==> src/rtl/md5_rounds_49_to_64_seq.sv <==
// md5_rounds_49_to_64_seq: sequential MD5 round-4 engine, steps 49-64 one per clock, optional chaining add
module md5_rounds_49_to_64_seq #(
  parameter bit ADD_CHAIN = 1'b1
) (
  input  logic         clk,
  input  logic         resetn,
  input  logic         in_valid,
  output logic         in_ready,
  input  logic [31:0]  a_in,
  input  logic [31:0]  b_in,
  input  logic [31:0]  c_in,
  input  logic [31:0]  d_in,
  input  logic [511:0] message,
  input  logic [31:0]  chain_a_in,
  input  logic [31:0]  chain_b_in,
  input  logic [31:0]  chain_c_in,
  input  logic [31:0]  chain_d_in,
  output logic         out_valid,
  input  logic         out_ready,
  output logic [31:0]  a_out,
  output logic [31:0]  b_out,
  output logic [31:0]  c_out,
  output logic [31:0]  d_out
);
  typedef enum logic [1:0] {IDLE, RUN, DONE} state_t;
  localparam logic [31:0] K [16] = '{
    32'hf4292244, 32'h432aff97, 32'hab9423a7, 32'hfc93a039,
    32'h655b59c3, 32'h8f0ccc92, 32'hffeff47d, 32'h85845dd1,
    32'h6fa87e4f, 32'hfe2ce6e0, 32'ha3014314, 32'h4e0811a1,
    32'hf7537e82, 32'hbd3af235, 32'h2ad7d2bb, 32'heb86d391
  };
  state_t       state;
  logic [3:0]   step;
  logic [3:0]   g;
  logic [4:0]   s;
  logic [31:0]  a, b, c, d;
  logic [31:0]  ca, cb, cc, cd;
  logic [511:0] msg;
  logic [31:0]  x, t;
  // one step of the I round: message word index 7*j mod 16, shift amount cycles every four steps
  always_comb begin
    g = step * 4'd7;
    s = step[1:0] == 2'd0 ? 5'd6 : step[1:0] == 2'd1 ? 5'd10 : step[1:0] == 2'd2 ? 5'd15 : 5'd21;
    x = a + (c ^ (b | ~d)) + K[step] + msg[32*g +: 32];
    t = b + ((x << s) | (x >> (6'd32 - {1'b0, s})));
  end
  // control FSM plus working state; the final step writes the rotated state (and chaining sum) straight into the outputs
  always_ff @(posedge clk) begin
    if (!resetn) begin
      state     <= IDLE;
      step      <= '0;
      in_ready  <= 1'b1;
      out_valid <= 1'b0;
      {a, b, c, d}                 <= '0;
      {ca, cb, cc, cd}             <= '0;
      msg                          <= '0;
      {a_out, b_out, c_out, d_out} <= '0;
    end else begin
      case (state)
        IDLE: if (in_valid) begin
          {a, b, c, d}     <= {a_in, b_in, c_in, d_in};
          {ca, cb, cc, cd} <= {chain_a_in, chain_b_in, chain_c_in, chain_d_in};
          msg              <= message;
          step             <= '0;
          in_ready         <= 1'b0;
          state            <= RUN;
        end
        RUN: begin
          {a, b, c, d} <= {d, t, b, c};
          step         <= step + 4'd1;
          if (step == 4'd15) begin
            state     <= DONE;
            out_valid <= 1'b1;
            a_out     <= ADD_CHAIN ? ca + d : d;
            b_out     <= ADD_CHAIN ? cb + t : t;
            c_out     <= ADD_CHAIN ? cc + b : b;
            d_out     <= ADD_CHAIN ? cd + c : c;
          end
        end
        DONE: if (out_ready) begin
          out_valid <= 1'b0;
          in_ready  <= 1'b1;
          state     <= IDLE;
        end
        default: state <= IDLE;
      endcase
    end
  end
endmodule

==> config.mk <==
export PLATFORM = sky130hd
export DESIGN_NAME = md5_rounds_49_to_64_seq
export DESIGN_NICKNAME = d
export VERILOG_FILES = /design/src/rtl/md5_rounds_49_to_64_seq.sv
export SDC_FILE = /design/constraint.sdc
export NUM_CORES = 2
export LEC_CHECK = 0
export BUFFER_PORTS_ARGS = -buffer_cell sky130_fd_sc_hd__clkbuf_2
export CORE_AREA = 5 5 346 348
export CTS_CLUSTER_SIZE = 20
export DETAILED_ROUTE_END_ITERATION = 8
export DIE_AREA = 0 0 351 353
export SETUP_SLACK_MARGIN = 0.4
export SYNTH_ARGS = -nofsm -noshare
export SYNTH_HDL_FRONTEND = slang
export SYNTH_SLANG_ARGS = --single-unit
==> constraint.sdc <==
create_clock -name clk -period 15.66 [get_ports clk]
set_clock_uncertainty 0.2 [all_clocks]
set_input_delay 0.783 -clock clk [delete_from_list [all_inputs] [get_ports clk]]
set_output_delay 0.783 -clock clk [all_outputs]
set_load 0.02 [all_outputs]
* After elaboration in Yosys (flattened, before gate mapping)
Memories as Yosys holds them, arrays and structs flattened. Cells that the tools add are included.
Word-level totals: flip-flop bits (word level) 904, latch bits 0, bits in writable memories 0, bits in read-only memories 512, bits of input ports 772, memories 1
Memories:
- (name not given) | words 16, width 32, rd ports 1, clocked after memory_dff 0, wr ports 0, RTL line 44 | x = a + (c ^ (b | ~d)) + K[step] + msg[32*g +: 32];
Operators by class: $add $sub $neg 10, multipliers 1, divide/modulo/power cells 0, order comparisons 1, equality and inequality tests 8, shift-type cells 3, multiplexer cells 25, bitwise operators 5, reductions and logical operators 11
Operator list (count):
- 512-bit by 10-bit variable part select with 32-bit output | 1
- 32-bit adder | 8
- 32-bit one-hot mux with 2 select lines | 4
- 32-bit 2-to-1 mux | 6
- 32-bit OR | 2
- 32-bit NOT | 1
- 32-bit by 5-bit left shift with 32-bit output | 1
- 32-bit by 6-bit right shift with 32-bit output | 1
- 32-bit bitwise XOR | 1
- 5-bit 2-to-1 mux | 3
- 3-bit AND reduction | 3
- 4-bit one-hot mux with 2 select lines | 1
- 2-bit 2-to-1 mux | 3
- 2-bit inequality test, second input constant | 3
- 2-bit one-hot mux with 3 select lines | 1
- 2-bit AND reduction | 3
- 2-bit nonzero test | 3
- 6-bit by 5-bit subtractor with 6-bit output, first input constant | 1
- 5-bit greater-or-equal comparator, second input constant | 1
- 4-bit NOT with 5-bit output | 1
- 4-bit by 1-bit adder with 4-bit output, second input constant | 1
- 2-bit by 1-bit == test with 1-bit output, second input constant | 2
- 2-bit == test, second input constant | 2
- 4-bit == test, second input constant | 1
- 5 further kinds | 10

* Longest topological paths before layout
word-level depth 10, depth in mapped cells 59, gate-level depth less buffers 54

* Worst setup path before layout
OpenSTA, ideal clock, no wires.
path kind register -> register, from register step[0], to register b_out[31], arrival 11.894 ns, data required time 15.400 ns, slack 3.506 ns, cell stages (with the launch flop) 59, period minus slack after synthesis 12.154 ns, cell sequence dfxtp_1 > clkbuf_1 > clkbuf_1 > clkbuf_1 > inv_1 > ha_1 > clkbuf_8 > clkbuf_1 > clkbuf_1 > clkbuf_1 > nor2_1 > a21oi_1 > mux2_2 > fa_1 > fa_1 > inv_1 > ha_1 > inv_1 > [23 not listed] > o2111ai_1 > nand3_1 > a31oi_1 > nor3_1 > nor2_1 > ha_1 > a21o_1 > a21o_1 > a21oi_1 > nor2_1 > a211oi_1 > o21ai_0 > o2111a_1 > o31ai_2 > nor3_1 > a41o_1 > o31ai_1 > o2111a_1
On the way: longest elaborated chain between the ends 10, elaborated cells between the ends (all ways) 22
RTL lines:
- start, declared | RTL line 33 | logic [3:0] step;
- start signal, assigned | RTL line 70 | step <= step + 4'd1;
- parallel branches: the longest is 10 deep, another holds 32-bit adder
- end signal, assigned | RTL line 75 | b_out <= ADD_CHAIN ? cb + t : t;
- end, declared | RTL line 21 | output logic [31:0] b_out,
Several ways; the timed one is not identified. The select of a mux whose other input is x is not followed. A chain may end at the register's enable or synchronous reset.

* Worst setup path in the final report
Same ends and word-level chain as after synthesis.

==> run metrics <==
Psw=roughly 4400 µW; WL per Instance=between 20 and 30 µm; Arr. time, crit path=between 10 and 15 ns; Cells after Synth=between 6k and 7k; clock network fraction of total power=24.0%; DRC=0; Vias/cell=between 5 and 6; Initial DRC Count=between 4k and 5k; Die Ht=around 350 µm; placed cell count=about 8.3k; post-DP HPWL=179 mm; crit path launch type=flip-flop; vias in the first global route=47.5k; max reg flops=between 500 and 600; Area growth syn-to-layout=17.8%; max cap viols=0; Pwr Total=10,200 µW; Placed Area=~55,000 µm²; Post-Layout Cell Count=between 8k and 9k; Tightest Pin Transition=between 1 and 1.5 ns; highest clock rate=73.5 MHz; R2R setup slack=2.06 ns; Avg Cell Area, Syn=~8 µm²; Sw Share=between 40% and 50%; Reg power frac=between 20% and 30%; Rows=approximately 130; syn nets=between 7k and 8k; Routed Antenna Nets=0; Die ar.=between 100,000 and 150,000 µm²; Max Root-Sink Buffers=3; Async S/R FF share, synth=0%; clock-pin slew on the worst setup and hold paths=0.07 ns; Final Cell Area=~59,000 µm²; fin crit share=86.8%; CP max FO=48; status=complete, no violations; Slowest cell on crit path=dfxtp_4; Crit. End Element=flip-flop; number of synthesized flops with an enable pin=0; Critical Path RT=16.09 ns; Setup Buffers After CTS=0; total track usage=a little over a third; share of cells above drive strength 1=19.7%; register area share after synthesis=between 30% and 40%; RD Place Congestion=slightly below 1; CTS Buf Count=slightly below 100; cts repair resizes=0; CTS root buf=clkbuf_16; total congestion overflow=0; final hold viol count=0; post-synth top area cell=dfxtp_1; Hold Path Class=input port to flip-flop; flops & latches, synth=904; Leak=0.0250 µW; drt total wl=around 230 mm; P_int=between 5000 and 6000 µW; Starting Density=a little over two fifths; Unique masters post-synth=95; biggest cell delay along the critical path=approximately 0.86 ns; largest net degree at the start of global routing=218; top cells by area, synth=dfxtp_1 (36%), nand2_1 (14%), a21oi_1 (11%), mux4_2 (7.7%), ha_1 (5.1%); fin nets=~7.9k; Final Slew Violations=0; first drt pass iteration count=6; TritonCTS clock tree=yes; setup TNS=0 ns; ys flop type=dfxtp_1; worst rel slew slack=approximately 17%; Core Region=about 120,000 µm²; PD cells=~170 nW/µm²; io pins=~900; Filler cells=roughly 11k; first-pass GRT wire length=~320 mm; Yosys warnings=0; combinational share of power=between 50 and 60%; post-synth top area share=36.2%; initial antenna violation count=76; width of the die=around 350 µm; Clock Latency Late Sink=0.72 ns; Final Setup Violations=0; VDD IR-drop max=~0.10 mV; Cell Area, Synth=roughly 50,000 µm²; RSZ-0062 raised after global routing=no; Hold Buf Count CTS=0; Final Critical Period=between 10 and 15 ns; port bufs=901; Sink Count=around 900; H-tree levels=3; Biggest register=msg; Setup CP Type=flip-flop to flip-flop; Vias=49.5k
-- final cells by class --
type | count | area, µm² | share of cell area [%]
Inverter | 216 | 818 | 1.39
Sequential cell | 904 | 18100 | 30.7
Multi-Input combinational cell | 4703 | 29500 | 50.0
Antenna cell | 49 | 123 | 0.208
Clock inverter | 32 | 517 | 0.877
Clock buffer | 146 | 2860 | 4.86
Tap cell | 1524 | 1910 | 3.24
Timing Repair Buffer | 976 | 5110 | 8.67
-- final timing paths --
| path | cells past startpoint | endpoint | start |
|---|---|---|---|
| setup / recovery | 46 | b_out[31] | step[0] |
| hold / removal | 3 | msg[184] | message[184] |
| setup reg to reg | 46 | b_out[31] | step[0] |
| hold reg to reg | 2 | c_out[27] | c_out[27] |
-- layout by cell type (no fill, tap or decap), types with 45 or more instances in the layout --
cell          n
nand3_1      66
clkbuf_2    901
a21oi_1    1060
diode_2      49
nand2_1    1805
clkbuf_16    98
a22oi_1     108
inv_1       211
buf_4        72
nor2_1      194
xor2_1       50
xnor2_1     143
fa_1         68
a21o_1       98
mux4_2      170
ha_1        198
nor2b_1      45
o21ai_0     130
dfxtp_1     903
-- logic make-up after synthesis --
group	count (synthesis)	synth area share, %
multiplexers	209	8.47
flip-flops	904	36.2
AO/OA/AOI/OAI	1744	20.8
adder cells (fa/ha/maj)	270	7.78
XOR/XNOR	196	3.46
buffers and inverters	644	4.99
AND/OR/NAND/NOR	2284	18.4
-- Yosys cell counts, types with 7 or more instances --
master and n:
clkbuf_1 373, nor3_1 42, a21o_1 98, nand2_1 1805
nand2b_1 22, a21oi_1 1060, inv_1 211, a221oi_1 9
a211o_1 13, nand4_1 12, or3_1 21, nand3_1 66
buf_1 43, ha_1 202, o21ai_0 130, dfxtp_1 904
o31ai_1 19, or2_2 7, mux4_2 170, a22oi_1 108
a211oi_1 41, nor2b_1 46, o21a_1 27, o211ai_1 29
fa_1 68, o21ai_1 8, nor2_1 198, mux2i_1 25
o211a_1 9, xor2_1 50, and2_1 16, and3_1 23
a311oi_1 22, o21bai_1 26, a31oi_1 34, mux2_2 14
xnor2_1 144, a31o_2 15
-- metal layers --
metal / up-vias / share of wire (%) / track usage, %
li1: 22900 / - / -
met1: 23900 / 39 / 43.2
met2: 2157 / 47 / 57.6
met3: 474 / 7.5 / 6.54
met4: 32 / 6.2 / 19.6
met5: - / 0.091 / 0
-- per-stage QoR --
stage	hold slack [ns]	utilization (%)	worst slack, ns
6_report	0.0779	50.9	2.06
5_1_grt	0.0748	50.8	0.842
4_1_cts	0.0398	50.7	1.97
3_5_place_dp	0.244	47.8	2.13
3_3_place_gp	0.239	47.8	2.30
2_1_floorplan	0.233	-	3.51
-- power by group through the flow --
stage	clock network, µW	registers, µW	logic [µW]
6_report	2440	2610	5130
5_1_grt	2550	2620	5520
4_1_cts	2470	2600	5040
3_5_place_dp	0	2650	5020
3_3_place_gp	0	2650	5010
2_1_floorplan	0	2580	3480
-- worst max-delay path, delay by kind of cell (launching register included) --
kind	cells	cell delay, ns
buffers and inverters	4	1.17
and+or+nand+nor	10	1.50
DFF	1	0.86
xor gates and xnor gates	1	0.25
adders and majority gates	5	2.03
AOI/OAI and AO/OA	23	6.28
muxes	3	1.14
Note: power is estimated with default switching activity, not from simulation.
